[config.mk]
export PLATFORM = sky130hd
export DESIGN_NAME = bcd_serial_adder
export DESIGN_NICKNAME = d
export VERILOG_FILES = /design/src/rtl/bcd_serial_adder.sv
export SDC_FILE = /design/constraint.sdc
export NUM_CORES = 1
export LEC_CHECK = 0
export ABC_AREA = 1
export CORE_ASPECT_RATIO = 0.8
export CORE_MARGIN = 2
export CORE_UTILIZATION = 52
export CTS_BUF_LIST = sky130_fd_sc_hd__clkbuf_4 sky130_fd_sc_hd__clkbuf_8
export CTS_CLUSTER_SIZE = 40
export DETAILED_ROUTE_END_ITERATION = 6
export GPL_ROUTABILITY_DRIVEN = 0
export PLACE_DENSITY = 0.92
export SETUP_SLACK_MARGIN = 0.5
export SYNTH_ARGS = -nofsm -noshare
export SYNTH_HDL_FRONTEND = slang
export SYNTH_SLANG_ARGS = --single-unit
[constraint.sdc]
create_clock -name CLK_50 -period 3.5 [get_ports CLK_50]
set_clock_uncertainty 0.1 [all_clocks]
set_input_delay 0.7 -clock CLK_50 [delete_from_list [all_inputs] [get_ports CLK_50]]
set_output_delay 0.7 -clock CLK_50 [all_outputs]
set_load 0.01 [all_outputs]
[src/rtl/bcd_serial_adder.sv]
// Digit-serial packed-BCD adder: one digit pair per clock, least significant digit first.
// Optional invalid-digit flag is built only when BCD_DIGIT_CHECK_EN is defined.
//
// state | meaning
// IDLE  | waiting for start; sum/c_out/err hold last result
// ADD   | processing digit k, carry registered between digits
// DONE  | result valid, one-cycle done pulse
module bcd_serial_adder #(
    parameter int DIGITS = 2
) (
    input  logic                  CLK_50,
    input  logic                  RST,
    input  logic                  start,
    input  logic [4*DIGITS-1:0]   a,
    input  logic [4*DIGITS-1:0]   b,
    input  logic                  c_in,
    output logic                  busy,
    output logic                  done,
    output logic [4*DIGITS-1:0]   sum,
    output logic                  c_out,
    output logic                  err
);

    localparam int KW = (DIGITS > 1) ? $clog2(DIGITS) : 1;

    localparam logic [1:0] IDLE = 2'd0;
    localparam logic [1:0] ADD  = 2'd1;
    localparam logic [1:0] DONE = 2'd2;

    logic [1:0]          state;
    logic [4*DIGITS-1:0] a_q;
    logic [4*DIGITS-1:0] b_q;
    logic                carry;
    logic [KW-1:0]       k;

    logic [3:0] a_k;
    logic [3:0] b_k;
    logic [4:0] t;
    logic [4:0] t_adj;
    logic [3:0] digit;
    logic       carry_nxt;
    logic       last_digit;

    // t may reach 31 with invalid digits; only the low nibble of t+6 is kept
    always_comb begin
        a_k        = a_q[k*4 +: 4];
        b_k        = b_q[k*4 +: 4];
        t          = {1'b0, a_k} + {1'b0, b_k} + {4'd0, carry};
        t_adj      = t + 5'd6;
        digit      = t[3:0];
        carry_nxt  = 1'b0;
        if (t > 5'd9) begin
            digit     = t_adj[3:0];
            carry_nxt = 1'b1;
        end
        last_digit = (k == KW'(DIGITS - 1));
    end

    always_ff @(posedge CLK_50) begin
        if (RST) begin
            state <= IDLE;
            a_q   <= '0;
            b_q   <= '0;
            carry <= 1'b0;
            k     <= '0;
            sum   <= '0;
            c_out <= 1'b0;
        end else begin
            case (state)
                IDLE: begin
                    if (start) begin
                        a_q   <= a;
                        b_q   <= b;
                        carry <= c_in;
                        k     <= '0;
                        sum   <= '0;
                        state <= ADD;
                    end
                end
                ADD: begin
                    sum[k*4 +: 4] <= digit;
                    carry         <= carry_nxt;
                    if (last_digit) begin
                        c_out <= carry_nxt;
                        state <= DONE;
                    end else begin
                        k <= k + 1'b1;
                    end
                end
                DONE:    state <= IDLE;
                default: state <= IDLE;
            endcase
        end
    end

    assign busy = (state == ADD);
    assign done = (state == DONE);

`ifdef BCD_DIGIT_CHECK_EN
    logic err_q;

    always_ff @(posedge CLK_50) begin
        if (RST) begin
            err_q <= 1'b0;
        end else if (state == IDLE && start) begin
            err_q <= 1'b0;
        end else if (state == ADD && (a_k > 4'd9 || b_k > 4'd9)) begin
            err_q <= 1'b1;
        end
    end

    assign err = err_q;
`else
    assign err = 1'b0;
`endif

endmodule

## Word level (Yosys, flattened, before mapping)

Cells that the tools add are included.

| word-level totals | value |
|---|---|
| flip-flop bits (word level) | 29 |
| output and inout bits | 12 |

| cells by class | value |
|---|---|
| magnitude comparators | 1 |
| mux-type cells | 13 |
| equality and inequality tests | 4 |
| shifts and indexed selects | 4 |
| add/sub/neg operators | 5 |
| reduce and logical (&&, ||, !) cells | 6 |

Operators with widths:

| kind | count |
|---|---|
| $neg A3 Y34 | 1 |
| $shift A4 B34 Y8 const A | 1 |
| $shiftx A4 B34 Y8 | 1 |
| $pmux W8 S2 | 1 |
| $shiftx A8 B4 Y4 | 2 |
| $bwmux W8 | 1 |
| $mux W8 | 1 |
| $reduce_and A2 Y1 | 4 |
| $add A4 B4 Y5 | 1 |
| $add A5 B1 Y5 | 1 |
| $gt A5 B4 Y1 const B | 1 |
| $add A4 B3 Y4 const B | 1 |
| $mux W1 | 4 |
| $mux W2 | 2 |
| $mux W4 | 1 |
| $pmux W1 S2 | 2 |
| $pmux W2 S2 | 1 |
| $eq A2 B1 Y1 const B | 1 |
| $eq A2 B2 Y1 const B | 1 |
| $logic_not A2 Y1 | 1 |
| $ne A2 B1 Y1 const B | 1 |
| $ne A2 B2 Y1 const B | 1 |
| $reduce_bool A2 Y1 | 1 |
| $add A1 B1 Y1 const B | 1 |

## Logic depth before layout (Yosys ltp)

| depth | value |
|---|---|
| depth after elaboration | 8 |
| depth in mapped cells | 18 |

## Worst setup path before layout

No wires, ideal clock.

| timing | value |
|---|---|
| kind | reg-to-reg |
| from | reg k |
| to | reg sum[3] |
| setup slack | 992 ps |
| setup time | 116 ps |
| required time | 3284 ps |
| path buffers | 1 |
| data arrival time | 2292 ps |
| cell stages (with the launch flop) | 16 |
| cells stage by stage | dfxtp_1 > buf_4 > nand2_1 > nand2_1 > fa_1 > inv_1 > fa_1 > ha_1 > inv_1 > a21oi_1 > a21oi_2 > nand2_2 > nand2_2 > nand2_1 > nand3_1 > a21oi_1 |

| between the ends | value |
|---|---|
| longest elaborated chain between the ends | 8 |

RTL lines:

| element | line | text |
|---|---|---|
| start: declaration | 34 | `logic [KW-1:0] k;` |
| start signal: assignment | 87 | `k <= k + 1'b1;` |
| $shiftx A8 B4 Y4, on equally long branches | 46, 47 |  |
| $add A4 B4 Y5 | 48 | `t = {1'b0, a_k} + {1'b0, b_k} + {4'd0, carry};` |
| $add A5 B1 Y5 | 48 |  |
| $add A4 B3 Y4 / $gt A5 B4 Y1 (equally long branches) | 49, 52 |  |
| $mux W4 | 52 | `if (t > 5'd9) begin` |
| $shiftx A4 B34 Y8 | 81 | `sum[k*4 +: 4] <= digit;` |
| $bwmux W8 * | 81 |  |
| $pmux W8 S2 * | 69 | `case (state)` |
| end signal: indexed assignment | 81 |  |
| end: declaration | 19 | `output logic [4*DIGITS-1:0] sum,` |

Every way passes the cells marked *; elsewhere a longest branch is shown, timed or not.
A chain may end at the register's enable or synchronous reset.

## Worst setup path in the final report

| timing | value |
|---|---|
| from | reg k |
| to | reg sum[2] |

The elaborated chain is that of the path after synthesis.

==> impl_metrics.py <==
metrics = {
    "clocking": {
        "htree_levels": 2,
        "hold_buffers": 0,
        "clk_pin_slew_ns": 0.10,
        "clk_latency_ns": 0.35,
        "root_buffer": "clkbuf_4",
        "cts_buffers": 5,
        "cts.sinks": 29,
        "clock_path_buffers": 2,
        "cts_tree": "done",
    },
    "routing": {
        "wl_per_cell_um": 11.4,
        "routed_via_density": 5.02,
        "drt_iter0_drc": 82,
        "first_pass_iters": 5,
        "drc": 0,
        "antenna_left": 0,
        "via_count": 1361,
        "totalWireLength_um": 3090,
    },
    "floorplan": {
        "ios": 32,
        "num_rows": 17,
        "coreArea_um2": 2700,
        "die_y_um": 51.2,
        "die_x_um": 63.0,
        "start_util": 0.536,
        "dieArea_um2": 3220,
    },
    "synthesis": {
        "synth.top_cells.by_area": "dfxtp_1 40%, nand2_1 11%, nor2_1 10%, o21ai_0 6.2%, nand3_1 5.9%",
        "syn-cell-area_um2": 1450,
        "yosysUniqueCellTypes": 24,
        "synth_top_area_share": 0.401,
        "ys_ff_latch": 29,
        "seq_area_frac_synth": 0.401,
        "yosysTopAreaCell": "dfxtp_1",
        "ys.warnings.count": 0,
        "syn_avg_cell_area_um2": 7.24,
        "syn_nets": 227,
        "synth_cells": 200,
    },
    "pwr": {
        "power.leakage_nw": 0.845,
        "vdd_drop_max_v": 0.000298,
        "powerDensity_nw_per_um2": 458,
    },
    "timing": {
        "setup_viol": 0,
        "rsz0062_at_grt": "false",
        "fmax_mhz": 360,
        "fin_crit_ns": 2.78,
        "hold_viol": 0,
        "layout_setup_ws_ns": 0.719,
        "report.final.slew_viol_count": 0,
        "whs_ns": 0.368,
        "period_share": 0.795,
        "setup_tns_ns": 0,
    },
    "hold_path": {
        "hp-class": "reg2reg",
        "min_path_cells": 2,
    },
    "grt": {
        "globalRouteTotalUtil": 0.224,
        "grt_pass1_wl_um": 5450,
        "antenna_found_initial": 0,
        "grt_pass1_vias": 1234,
        "grt.overflow.total": 0,
        "grt_max_degree": 22,
    },
    "placed_design": {
        "io_buffers": 30,
        "post-place-ws_ns": 0.505,
        "dp_hpwl_um": 2320,
    },
    "cells_and_area": {
        "antennaDiodeCount": 0,
        "n_fill_cell": 231,
        "nets": 259,
        "area_growth_pct": 26.5,
        "drive_above_1_share": 0.120,
        "final_cell_mix": "43 x nand2_1, 39 x nor2_1, 30 x clkdlybuf4s50_1",
        "layout_commonest_cell": "nand2_1",
    },
    "setup_path": {
        "worst_ep_arrival_time_ns": 2.91,
        "cp-end-kind": "flop",
        "crit_fanout": 11,
        "cp-start-kind": "flop",
        "critPathKind": "reg2reg",
        "crit_required_ns": 3.63,
        "worstRegToRegCells": 15,
    },
    "job": {
        "drv_cap": 0,
    },
    "outcome": {
        "status": "finished, final reports clean",
    },
}
## synthesized netlist by cell type
library cell / n
nand2_4: 1
nand2_2: 4
inv_2: 1
buf_4: 2
clkbuf_1: 2
nand3_1: 17
buf_2: 3
dfxtp_1: 29
a21oi_4: 1
clkbuf_8: 1
a21oi_2: 1
o21bai_2: 1
or2_2: 2
nand3_2: 3
conb_1: 1
nand2_1: 43
fa_1: 2
inv_1: 15
a21oi_1: 7
nor2_1: 39
ha_1: 5
o21ai_0: 18
a31oi_1: 1
a32o_1: 1
## cell type report
class	instances	area, µm²	share of cell area
inverters	16	63.8	0.0348
clock inverters	3	17.5	0.00956
flip-flops and latches	29	584	0.319
multi-input cells	147	758	0.414
repair buffers	33	323	0.176
well taps	38	47.5	0.0260
clock buffers	5	37.5	0.0205
## stage by stage
step	std cells	instance area (µm²)	power [mW]	util
3_5_place_dp	261	1750	0.638	0.648
5_1_grt	271	1830	0.898	0.678
2_1_floorplan	200	1450	0.563	-
6_report	271	1830	0.838	0.678
3_3_place_gp	261	1750	0.628	0.648
4_1_cts	269	1810	0.838	0.669
## routing by layer
layer | vias to the layer above | part of all wire | global-route usage
met5 | - | 0 | 0
met3 | 5 | 0.067 | 0.0881
li1 | 702 | - | -
met1 | 612 | 0.46 | 0.291
met4 | 0 | 0.019 | 0.0778
met2 | 42 | 0.45 | 0.340
## critical path: stages (launching register included)
cell        delay [ns]
dfxtp_4           0.43
clkinvlp_4        0.13
nand2_1           0.07
nand2_1           0.06
fa_1              0.43
inv_1             0.10
fa_2              0.48
ha_1              0.23
inv_1             0.07
a21oi_1           0.05
a21oi_2           0.12
nand2_2           0.08
nand2_2           0.09
nand2_1           0.08
nand3_1           0.08
a21oi_1           0.06
## logic make-up after synthesis
| logic type | after synthesis | share of synthesized area |
|---|---|---|
| AOI/OAI and AO/OA | 30 | 0.123 |
| buffers and inverters | 24 | 0.0769 |
| and+or+nand+nor | 109 | 0.326 |
| adders and majority gates | 7 | 0.0709 |
| DFF | 29 | 0.401 |
| other | 1 | 0.00259 |
## power breakdown
group          switching [mW]  internal (mW)  total, mW
combinational           0.152          0.112      0.263
sequential             0.0170          0.357      0.374
clock                   0.126         0.0755      0.201
## registers in the layout (all words and copies together), names as in the netlist
signal,count
a_q,8
carry,1
b_q,8
sum,8
c_out,1
k,1
state,2
## final timing paths
| kind | to | slack (ns) | startpoint |
|---|---|---|---|
| setup reg to reg | sum[2] | 0.72 | k |
| hold reg to reg | sum[1] | 0.37 | sum[1] |
| setup / recovery | sum[2] | 0.72 | k |
| hold / removal | sum[1] | 0.37 | sum[1] |
## timing repair
action / CTS / global route
setup buffers: 0 / 2
setup endpoints to repair: 4 / 6
pin swaps: 0 / 0
gates resized for setup: 1 / 3
(Power assumes the default switching activity.)
